$ cat config.mk
export PLATFORM = sky130hd
export DESIGN_NAME = decode_pipe
export DESIGN_NICKNAME = d
export VERILOG_FILES = /design/src/rtl/decode_pipe_pkg.sv /design/src/rtl/decode_pipe_fwd_select.sv /design/src/rtl/decode_pipe.sv
export SDC_FILE = /design/constraint.sdc
export NUM_CORES = 1
export LEC_CHECK = 0
export ABC_CLOCK_PERIOD_IN_PS = 1750
export BUFFER_PORTS_ARGS = -buffer_cell sky130_fd_sc_hd__buf_2
export CORE_ASPECT_RATIO = 0.7
export CORE_MARGIN = 3
export CORE_UTILIZATION = 25
export CTS_BUF_LIST = sky130_fd_sc_hd__clkbuf_4 sky130_fd_sc_hd__clkbuf_8
export CTS_CLUSTER_SIZE = 20
export DETAILED_ROUTE_END_ITERATION = 8
export MAX_ROUTING_LAYER = met4
export PLACE_DENSITY = 0.54
export SLEW_MARGIN = 0
export SYNTH_ARGS = -nofsm -noshare
export SYNTH_HDL_FRONTEND = slang
export SYNTH_SLANG_ARGS = --single-unit
$ cat constraint.sdc
create_clock -name clk -period 1.75 [get_ports clk]
set_input_delay 0.175 -clock clk [delete_from_list [all_inputs] [get_ports clk]]
set_output_delay 0.175 -clock clk [all_outputs]
set_load 0.03 [all_outputs]
$ cat src/rtl/decode_pipe_pkg.sv
// Shared decode definitions: control record, branch ops, source-mux encodings
// and the combinational decode helpers (control, immediate, branch compare).
package decode_pipe_pkg;

  localparam int DP_XLEN = 32;
  localparam int DP_REGW = 6;

  // ALU source-0 select encodings (2'b11 also yields zero)
  localparam logic [1:0] SRC0_RS   = 2'b00;
  localparam logic [1:0] SRC0_ZERO = 2'b01;
  localparam logic [1:0] SRC0_PC   = 2'b10;

  // ALU source-1 select encodings (2'b11 yields zero)
  localparam logic [1:0] SRC1_RS   = 2'b00;
  localparam logic [1:0] SRC1_FOUR = 2'b01;
  localparam logic [1:0] SRC1_IMM  = 2'b10;
  localparam logic [1:0] SRC1_ZERO = 2'b11;

  // Integer x0: never forwarded, always read from the register file
  localparam logic [DP_REGW-1:0] REG_ZERO = '0;

  typedef enum logic [2:0] {
    BR_NONE, BR_EQ, BR_NE, BR_LT, BR_GE, BR_LTU, BR_GEU
  } branchop_t;

  typedef enum logic [2:0] {
    IMM_NONE, IMM_I, IMM_S, IMM_B, IMM_U, IMM_J
  } immsel_t;

  typedef struct packed {
    logic      regwrite;
    logic      memread;
    logic      memwrite;
    logic      jump;
    logic [1:0] src0sel;
    logic [1:0] src1sel;
    branchop_t branchop;
    immsel_t   immsel;
    logic [2:0] funct3;
    logic      funct7b5;
    logic      fp_rs0;
    logic      fp_rs1;
    logic      fp_rd;
  } ctrl_t;

  // Decoded instruction record handed to execute
  typedef struct packed {
    logic [DP_XLEN-1:0] pc;
    logic [DP_REGW-1:0] rs0;
    logic [DP_REGW-1:0] rs1;
    logic [DP_REGW-1:0] rd;
    logic [DP_XLEN-1:0] imm;
    ctrl_t              ctrl;
  } Inst;

  // Main control decode by opcode; fp flags mark which indices are FP registers
  function automatic ctrl_t single_cycle_control(input logic [31:0] instr);
    ctrl_t c;
    c          = '0;
    c.branchop = BR_NONE;
    c.immsel   = IMM_NONE;
    c.src0sel  = SRC0_ZERO;
    c.src1sel  = SRC1_ZERO;
    c.funct3   = instr[14:12];
    c.funct7b5 = instr[30];
    case (instr[6:0])
      7'b0110011: begin c.src0sel = SRC0_RS; c.src1sel = SRC1_RS;  c.regwrite = 1'b1; end
      7'b0010011: begin c.src0sel = SRC0_RS; c.src1sel = SRC1_IMM; c.regwrite = 1'b1; c.immsel = IMM_I; end
      7'b0000011: begin c.src0sel = SRC0_RS; c.src1sel = SRC1_IMM; c.regwrite = 1'b1; c.memread = 1'b1; c.immsel = IMM_I; end
      7'b0000111: begin c.src0sel = SRC0_RS; c.src1sel = SRC1_IMM; c.regwrite = 1'b1; c.memread = 1'b1; c.immsel = IMM_I; c.fp_rd = 1'b1; end
      7'b0100011: begin c.src0sel = SRC0_RS; c.src1sel = SRC1_IMM; c.memwrite = 1'b1; c.immsel = IMM_S; end
      7'b0100111: begin c.src0sel = SRC0_RS; c.src1sel = SRC1_IMM; c.memwrite = 1'b1; c.immsel = IMM_S; c.fp_rs1 = 1'b1; end
      7'b1010011: begin c.src0sel = SRC0_RS; c.src1sel = SRC1_RS; c.regwrite = 1'b1;
                        c.fp_rs0 = 1'b1; c.fp_rs1 = 1'b1; c.fp_rd = 1'b1; end
      7'b1100011: begin
        c.src0sel = SRC0_PC; c.src1sel = SRC1_IMM; c.immsel = IMM_B;
        case (instr[14:12])
          3'b000:  c.branchop = BR_EQ;
          3'b001:  c.branchop = BR_NE;
          3'b100:  c.branchop = BR_LT;
          3'b101:  c.branchop = BR_GE;
          3'b110:  c.branchop = BR_LTU;
          3'b111:  c.branchop = BR_GEU;
          default: c.branchop = BR_NONE;
        endcase
      end
      7'b1101111: begin c.src0sel = SRC0_PC;   c.src1sel = SRC1_FOUR; c.regwrite = 1'b1; c.jump = 1'b1; c.immsel = IMM_J; end
      7'b1100111: begin c.src0sel = SRC0_PC;   c.src1sel = SRC1_FOUR; c.regwrite = 1'b1; c.jump = 1'b1; c.immsel = IMM_I; end
      7'b0110111: begin c.src0sel = SRC0_ZERO; c.src1sel = SRC1_IMM;  c.regwrite = 1'b1; c.immsel = IMM_U; end
      7'b0010111: begin c.src0sel = SRC0_PC;   c.src1sel = SRC1_IMM;  c.regwrite = 1'b1; c.immsel = IMM_U; end
      default: ;
    endcase
    return c;
  endfunction

  // Sign-extended immediate for the selected instruction format
  function automatic logic [DP_XLEN-1:0] immgen(input logic [31:0] i, input immsel_t sel);
    logic [DP_XLEN-1:0] imm;
    case (sel)
      IMM_I:   imm = {{20{i[31]}}, i[31:20]};
      IMM_S:   imm = {{20{i[31]}}, i[31:25], i[11:7]};
      IMM_B:   imm = {{19{i[31]}}, i[31], i[7], i[30:25], i[11:8], 1'b0};
      IMM_U:   imm = {i[31:12], 12'b0};
      IMM_J:   imm = {{11{i[31]}}, i[31], i[19:12], i[20], i[30:21], 1'b0};
      default: imm = '0;
    endcase
    return imm;
  endfunction

  // Branch condition on the forwarded operands
  function automatic logic branch_unit(input branchop_t op, input logic [DP_XLEN-1:0] a,
                                       input logic [DP_XLEN-1:0] b);
    logic taken;
    case (op)
      BR_EQ:   taken = (a == b);
      BR_NE:   taken = (a != b);
      BR_LT:   taken = ($signed(a) <  $signed(b));
      BR_GE:   taken = ($signed(a) >= $signed(b));
      BR_LTU:  taken = (a <  b);
      BR_GEU:  taken = (a >= b);
      default: taken = 1'b0;
    endcase
    return taken;
  endfunction

endpackage

$ cat src/rtl/decode_pipe_fwd_select.sv
// Priority forwarding mux for one operand: the lowest-index matching source wins,
// and pending reports that the winning source has not produced its result yet.
module decode_pipe_fwd_select
  import decode_pipe_pkg::*;
#(
  parameter int XLEN = 32,
  parameter int REGW = 6,
  parameter int NFWD = 2
) (
  input  logic [REGW-1:0]      rs,
  input  logic [XLEN-1:0]      rfdata,
  input  logic [NFWD-1:0]      fwd_valid,
  input  logic [NFWD*REGW-1:0] fwd_rd,
  input  logic [NFWD*XLEN-1:0] fwd_data,
  input  logic [NFWD-1:0]      fwd_avail,
  output logic [XLEN-1:0]      data,
  output logic                 pending
);

  logic [NFWD-1:0] hit;

  genvar gi;
  generate
    for (gi = 0; gi < NFWD; gi++) begin : g_match
      assign hit[gi] = fwd_valid[gi] && (fwd_rd[gi*REGW +: REGW] == rs) && (rs != REG_ZERO);
    end
  endgenerate

  // Walk from oldest to youngest so the lowest matching index overrides
  always_comb begin
    data    = rfdata;
    pending = 1'b0;
    for (int i = NFWD - 1; i >= 0; i--) begin
      if (hit[i]) begin
        data    = fwd_data[i*XLEN +: XLEN];
        pending = !fwd_avail[i];
      end
    end
  end

endmodule

$ cat src/rtl/decode_pipe.sv
// Registered decode stage between fetch and execute: decode, operand forwarding,
// load-use stall, early branch resolution, valid/ready output register.
module decode_pipe
  import decode_pipe_pkg::*;
#(
  parameter int XLEN = 32,
  parameter int REGW = 6,
  parameter int NFWD = 2,
  parameter int CNTW = 16
) (
  input  logic                 clk,
  input  logic                 rstn,
  input  logic                 in_valid,
  output logic                 in_ready,
  input  logic [XLEN-1:0]      in_pc,
  input  logic [31:0]          in_instr,
  output logic [REGW-1:0]      rs0,
  output logic [REGW-1:0]      rs1,
  input  logic [XLEN-1:0]      rs0data,
  input  logic [XLEN-1:0]      rs1data,
  input  logic [NFWD-1:0]      fwd_valid,
  input  logic [NFWD*REGW-1:0] fwd_rd,
  input  logic [NFWD*XLEN-1:0] fwd_data,
  input  logic [NFWD-1:0]      fwd_avail,
  input  logic                 flush,
  output logic                 out_valid,
  input  logic                 out_ready,
  output Inst                  out_inst,
  output logic [XLEN-1:0]      out_rdata0,
  output logic [XLEN-1:0]      out_rdata1,
  output logic [XLEN-1:0]      out_src0,
  output logic [XLEN-1:0]      out_src1,
  output logic                 out_brflag,
  output logic [CNTW-1:0]      stall_cnt
);

  ctrl_t           ctrl;
  Inst             dec;
  logic [XLEN-1:0] rdata0, rdata1, src0, src1;
  logic            pend0, pend1, hazard, accept, brflag;

  Inst             inst_reg;
  logic            out_valid_reg;
  logic [XLEN-1:0] rdata0_reg, rdata1_reg, src0_reg, src1_reg;
  logic            brflag_reg;
  logic [CNTW-1:0] stall_cnt_reg;

  // Decode the presented instruction into the shared record
  always_comb begin
    ctrl     = single_cycle_control(in_instr);
    dec      = '0;
    dec.pc   = in_pc;
    dec.rs0  = {ctrl.fp_rs0, in_instr[19:15]};
    dec.rs1  = {ctrl.fp_rs1, in_instr[24:20]};
    dec.rd   = {ctrl.fp_rd,  in_instr[11:7]};
    dec.imm  = immgen(in_instr, ctrl.immsel);
    dec.ctrl = ctrl;
  end

  assign rs0 = dec.rs0;
  assign rs1 = dec.rs1;

  decode_pipe_fwd_select #(.XLEN(XLEN), .REGW(REGW), .NFWD(NFWD)) u_fwd0 (
    .rs(rs0), .rfdata(rs0data), .fwd_valid(fwd_valid), .fwd_rd(fwd_rd),
    .fwd_data(fwd_data), .fwd_avail(fwd_avail), .data(rdata0), .pending(pend0)
  );

  decode_pipe_fwd_select #(.XLEN(XLEN), .REGW(REGW), .NFWD(NFWD)) u_fwd1 (
    .rs(rs1), .rfdata(rs1data), .fwd_valid(fwd_valid), .fwd_rd(fwd_rd),
    .fwd_data(fwd_data), .fwd_avail(fwd_avail), .data(rdata1), .pending(pend1)
  );

  // ALU source muxes; unused encodings select zero
  always_comb begin
    case (ctrl.src0sel)
      SRC0_RS: src0 = rdata0;
      SRC0_PC: src0 = in_pc;
      default: src0 = '0;
    endcase
    case (ctrl.src1sel)
      SRC1_RS:   src1 = rdata1;
      SRC1_FOUR: src1 = XLEN'(4);
      SRC1_IMM:  src1 = dec.imm;
      default:   src1 = '0;
    endcase
  end

  assign brflag   = branch_unit(ctrl.branchop, rdata0, rdata1);
  // Both operands stall on a pending source even if the instruction ignores one
  assign hazard   = in_valid && (pend0 || pend1);
  assign in_ready = rstn && !flush && !hazard && (!out_valid_reg || out_ready);
  assign accept   = in_valid && in_ready;

  // Output pipeline register: flush kills, accept loads, drained entry clears
  always_ff @(posedge clk or negedge rstn) begin
    if (!rstn) begin
      out_valid_reg <= 1'b0;
      inst_reg      <= '0;
      rdata0_reg    <= '0;
      rdata1_reg    <= '0;
      src0_reg      <= '0;
      src1_reg      <= '0;
      brflag_reg    <= 1'b0;
    end else if (flush) begin
      out_valid_reg <= 1'b0;
    end else if (accept) begin
      out_valid_reg <= 1'b1;
      inst_reg      <= dec;
      rdata0_reg    <= rdata0;
      rdata1_reg    <= rdata1;
      src0_reg      <= src0;
      src1_reg      <= src1;
      brflag_reg    <= brflag;
    end else if (out_valid_reg && out_ready) begin
      out_valid_reg <= 1'b0;
    end
  end

  // Saturating count of cycles lost to load-use hazards (flush cycles excluded)
  always_ff @(posedge clk or negedge rstn) begin
    if (!rstn) begin
      stall_cnt_reg <= '0;
    end else if (hazard && !flush && (stall_cnt_reg != '1)) begin
      stall_cnt_reg <= stall_cnt_reg + CNTW'(1);
    end
  end

  assign out_valid  = out_valid_reg;
  assign out_inst   = inst_reg;
  assign out_rdata0 = rdata0_reg;
  assign out_rdata1 = rdata1_reg;
  assign out_src0   = src0_reg;
  assign out_src1   = src1_reg;
  assign out_brflag = brflag_reg;
  assign stall_cnt  = stall_cnt_reg;

endmodule

==> results list <==
- After detailed routing, the average wire length per cell comes to around 22 microns.
* Min setup slack post-route: -1.58 ns
- Of the cells placed in the final design, the portion with a size suffix greater than 1 is around 44%.
- On the final layout, the worst clock skew is roughly 0.029 ns.
* Clock power share: roughly a third
- After synthesis, the cell types taking the most area are sky130_fd_sc_hd__dfrtp_1, sky130_fd_sc_hd__nand2_1, sky130_fd_sc_hd__mux2i_1.
* Post-synthesis sequential element count: 246
- Using the TritonRoute via totals, the vias-per-cell ratio works out to 4.75.
- The min-delay analysis places its worst path in the category in2reg.
* Maximum vdd drop: ~0.43 mV
- The first TritonRoute pass finished after 5 iterations.
- The final count of hold timing violations was 0.
- IO Port Bufs: between 400 and 500
* Post-synthesis async set-or-reset flop share: between 90% and 100%
- For this run, the top clock speed supported by timing is about 0.3 GHz.
* Per-instance average area after synthesis: 9.18 sq um
* Initial Utilization: 25.5%
* Static leakage: around 0.011 uW
- During I/O placement, the number of pins put on the boundary was approximately 480.
- Nets: between 2000 and 2500
- The congestion estimate from routability-driven global placement came to a little over 0.9.
- After clock tree synthesis, the clock-pin slew on the worst setup and hold paths is approximately 0.06 ns.
- Share of the synthesized area in the top cell type: 47.2%
- Cells fill 40.5% of the core in the end.
* TritonCTS clock tree: yes
* Clk sink count: 246
- STA classifies the critical path endpoint as a flop.
- DP Wirelength: about 48000 microns
* Final Instance Area: between 20000 and 25000 sq um
- Sequential cells burn a little under two fifths of the power.
- For this run, the number of Yosys warnings is 0.
- Net Count, Synth: roughly 1700
- Data arrives at the worst endpoint at 3.80 ns.
* Total via count in the routed design: approximately 14000
- Power Dens Cells: between 900 and 1000 nW/um^2
- Measured against its own limit, the worst slew margin works out to between 40% and 50%.
- Clock tree synthesis inserted a total of 45 buffers.
- Clock Latency Late Sink: approximately 0.60 ns
- The synthesized design contains 0 enable-type register cells.
* Count of max-cap constraint violations: 0
* Area of the placeable core: a little over 50000 sq um
- Internal power: about 12000 uW
- Status: finished with violations
- Final Non-Filler Cells: 2906
- The cell area that synthesis handed to floorplanning was roughly 13000 sq um.
- In this run the vertical extent of the chip is 197 microns.
- Cell count after synthesis: 1422
- Overall overflow remaining after global route: 0
* Global-route wire length before repair: just over 90000 microns
- In this run switching power makes up 36.1% of total power.
- The most used flip-flop cell after synthesis is sky130_fd_sc_hd__dfrtp_1.
- Global Route Usage Sum: 22.7%
* Unrepaired setup endpoints after global routing: true
- Width of the chip: roughly 280 microns
- The cell sitting at the root of the clock tree is a sky130_fd_sc_hd__clkbuf_8.
- Entering global routing, the biggest net connects approximately 130 pins.
- CTS HTree Levels: 2
- # rows: 69
* DRC violation total after the first TritonRoute iteration: between 800 and 900
- For the finished layout, the period the worst path requires is between 3 and 4 ns.
- Summed over all layers, the routed wires come to 63200 microns.
- DP Worst Slack: -2.39 ns
- Dividing the final minimum period by the clock period gives 190%.
* Data required time of the critical path: about 2.2 ns
* Violations in the final reports: setup timing
- Max-slew violations: 0
* Die area: roughly 55000 sq um
* Top cell type by total area after synthesis: sky130_fd_sc_hd__dfrtp_1
- Instance area after placement: 18400 sq um
- For this run, design rule violations remaining after detail routing come to 0.
- Once detail routing completed, the nets flagged for antenna violations numbered 0.
- The number of antenna violations at the first check in global routing was 18.
* Worst-path maximum fanout: 22
- Share of power burned in combinational logic: 29.1%
- Synthesis instantiated 66 different standard cells from the library.
- Number of global-route vias before repair: between 10000 and 15000
- Final setup violation count: between 200 and 250
- In this run the power spent charging and discharging nets is ~6700 uW.
- From synthesis to final layout, the design area changed by 58.7%.
* Max reg flops: 100
- Critical setup path kind: in2reg
- Critical path startpoint category: input pin
- For this run, the register share of the synthesized area comes to 47.2%.
* Worst-Margin Slew: between 0.8 and 0.9 ns
* CTS Buffer Depth: 3
- Once placement completed, the tool counted placed cells totaling about 2700.
==> cell families after synthesis <==
logic type      Yosys count  synth area share [%]
mux                     114                  9.11
compound gates          287                  14.5
buf+inv                 122                  4.75
xor+xnor                 38                  2.55
simple gates            582                  18.8
fa+ha+maj                33                  3.16
flops                   246                  47.2
==> per-stage QoR <==
step | hold slack (ns) | setup TNS [ns] | total power [uW]
final | 0.0496 | -182.06 | 18600
after global routing | 0.0173 | -189.49 | 19500
after CTS | -0.0207 | -119.81 | 18800
after detailed placement | 0.399 | -263.65 | 12200
after global placement | 0.396 | -263.54 | 12100
after floorplan | -0.121 | -141.93 | 9880
==> final cells by class <==
type	count	area [sq um]
tap	674	843
inverter	12	45.0
timing repair buffer	820	5770
fill	5189	30500
clock buffer	69	868
sequential	246	6160
clock inverter	13	156
antenna	17	42.5
multi-input combinational	1055	6830
==> power by group through the flow <==
| stage | clock [uW] | combinational, uW | sequential, uW |
|---|---|---|---|
| CTS | 6540 | 5430 | 6880 |
| floorplan | 0 | 1410 | 8470 |
| global route | 6780 | 5800 | 6960 |
| global placement | 0 | 5170 | 6940 |
| detailed placement | 0 | 5210 | 6970 |
| finish | 6340 | 5430 | 6880 |
==> metal layers <==
| layer | global-route usage (%) | share of wire, % | up-vias |
|---|---|---|---|
| met2 | 33.8 | 44 | 486 |
| li1 | - | - | 6482 |
| met1 | 31.7 | 47 | 6741 |
| met3 | 4.74 | 6.5 | 86 |
| met4 | 5.44 | 2.0 | 0 |
| met5 | - | 0 | - |
==> worst max-delay path: stages <==
cell and delay, ns:
sky130_fd_sc_hd__buf_2 0.14, sky130_fd_sc_hd__buf_4 0.22, sky130_fd_sc_hd__xnor2_1 0.14, sky130_fd_sc_hd__nand4_1 0.28
sky130_fd_sc_hd__a211oi_4 0.32, sky130_fd_sc_hd__buf_6 0.15, sky130_fd_sc_hd__buf_12 0.14, sky130_fd_sc_hd__buf_12 0.16
sky130_fd_sc_hd__buf_4 0.16, sky130_fd_sc_hd__o21ai_0 0.17, sky130_fd_sc_hd__ha_1 0.36, sky130_fd_sc_hd__nand4_1 0.22
sky130_fd_sc_hd__nor4_4 0.22, sky130_fd_sc_hd__buf_4 0.18, sky130_fd_sc_hd__o41ai_4 0.09, sky130_fd_sc_hd__buf_4 0.16
sky130_fd_sc_hd__a32o_1 0.19, sky130_fd_sc_hd__a31oi_1 0.19, sky130_fd_sc_hd__a21oi_1 0.09
==> path summary, 6_finish.rpt <==
kind	start	end	slack, ns	cells past startpoint
worst max-delay path	in_instr[18]	out_brflag	-1.58	19
worst min-delay path	fwd_data[5]	out_rdata1[5]	0.05	4
worst max register to register	stall_cnt[8]	stall_cnt[1]	-0.32	7
min in group asynchronous	rstn	out_inst[54]	0.43	4
max in group asynchronous	rstn	out_rdata1[16]	0.55	4
worst min register to register	out_rdata0[6]	out_rdata0[6]	0.46	2
==> what timing repair did <==
item,in CTS,in global routing
cloned,6,2
hold buffers,58,0
hold endpoints to repair,347,0
setup buffers,9,7
gates resized for setup,35,35
setup endpoints to repair,247,247
pin swaps,5,17
==> layout by cell type (no fill, tap or decap), types with 31 or more instances in the layout <==
cell                              n
sky130_fd_sc_hd__a21oi_1         36
sky130_fd_sc_hd__buf_12          31
sky130_fd_sc_hd__buf_2          470
sky130_fd_sc_hd__buf_4          236
sky130_fd_sc_hd__clkbuf_8        56
sky130_fd_sc_hd__dfrtp_1        246
sky130_fd_sc_hd__dlygate4sd3_1   58
sky130_fd_sc_hd__ha_1            33
sky130_fd_sc_hd__mux2i_1         67
sky130_fd_sc_hd__nand2_1        420
sky130_fd_sc_hd__nor2_1          60
sky130_fd_sc_hd__o21ai_0         41
sky130_fd_sc_hd__o21ai_1         73
==> synth_stat cells, types with 24 or more instances <==
master,number
sky130_fd_sc_hd__nand2_1,425
sky130_fd_sc_hd__dfrtp_1,246
sky130_fd_sc_hd__o21ai_0,114
sky130_fd_sc_hd__mux2i_1,76
sky130_fd_sc_hd__nor2_1,62
sky130_fd_sc_hd__buf_2,46
sky130_fd_sc_hd__clkbuf_1,38
sky130_fd_sc_hd__mux2_2,38
sky130_fd_sc_hd__a21oi_1,37
sky130_fd_sc_hd__ha_1,33
sky130_fd_sc_hd__nand3_1,27
sky130_fd_sc_hd__xnor2_1,24
(Power assumes the default switching activity.)
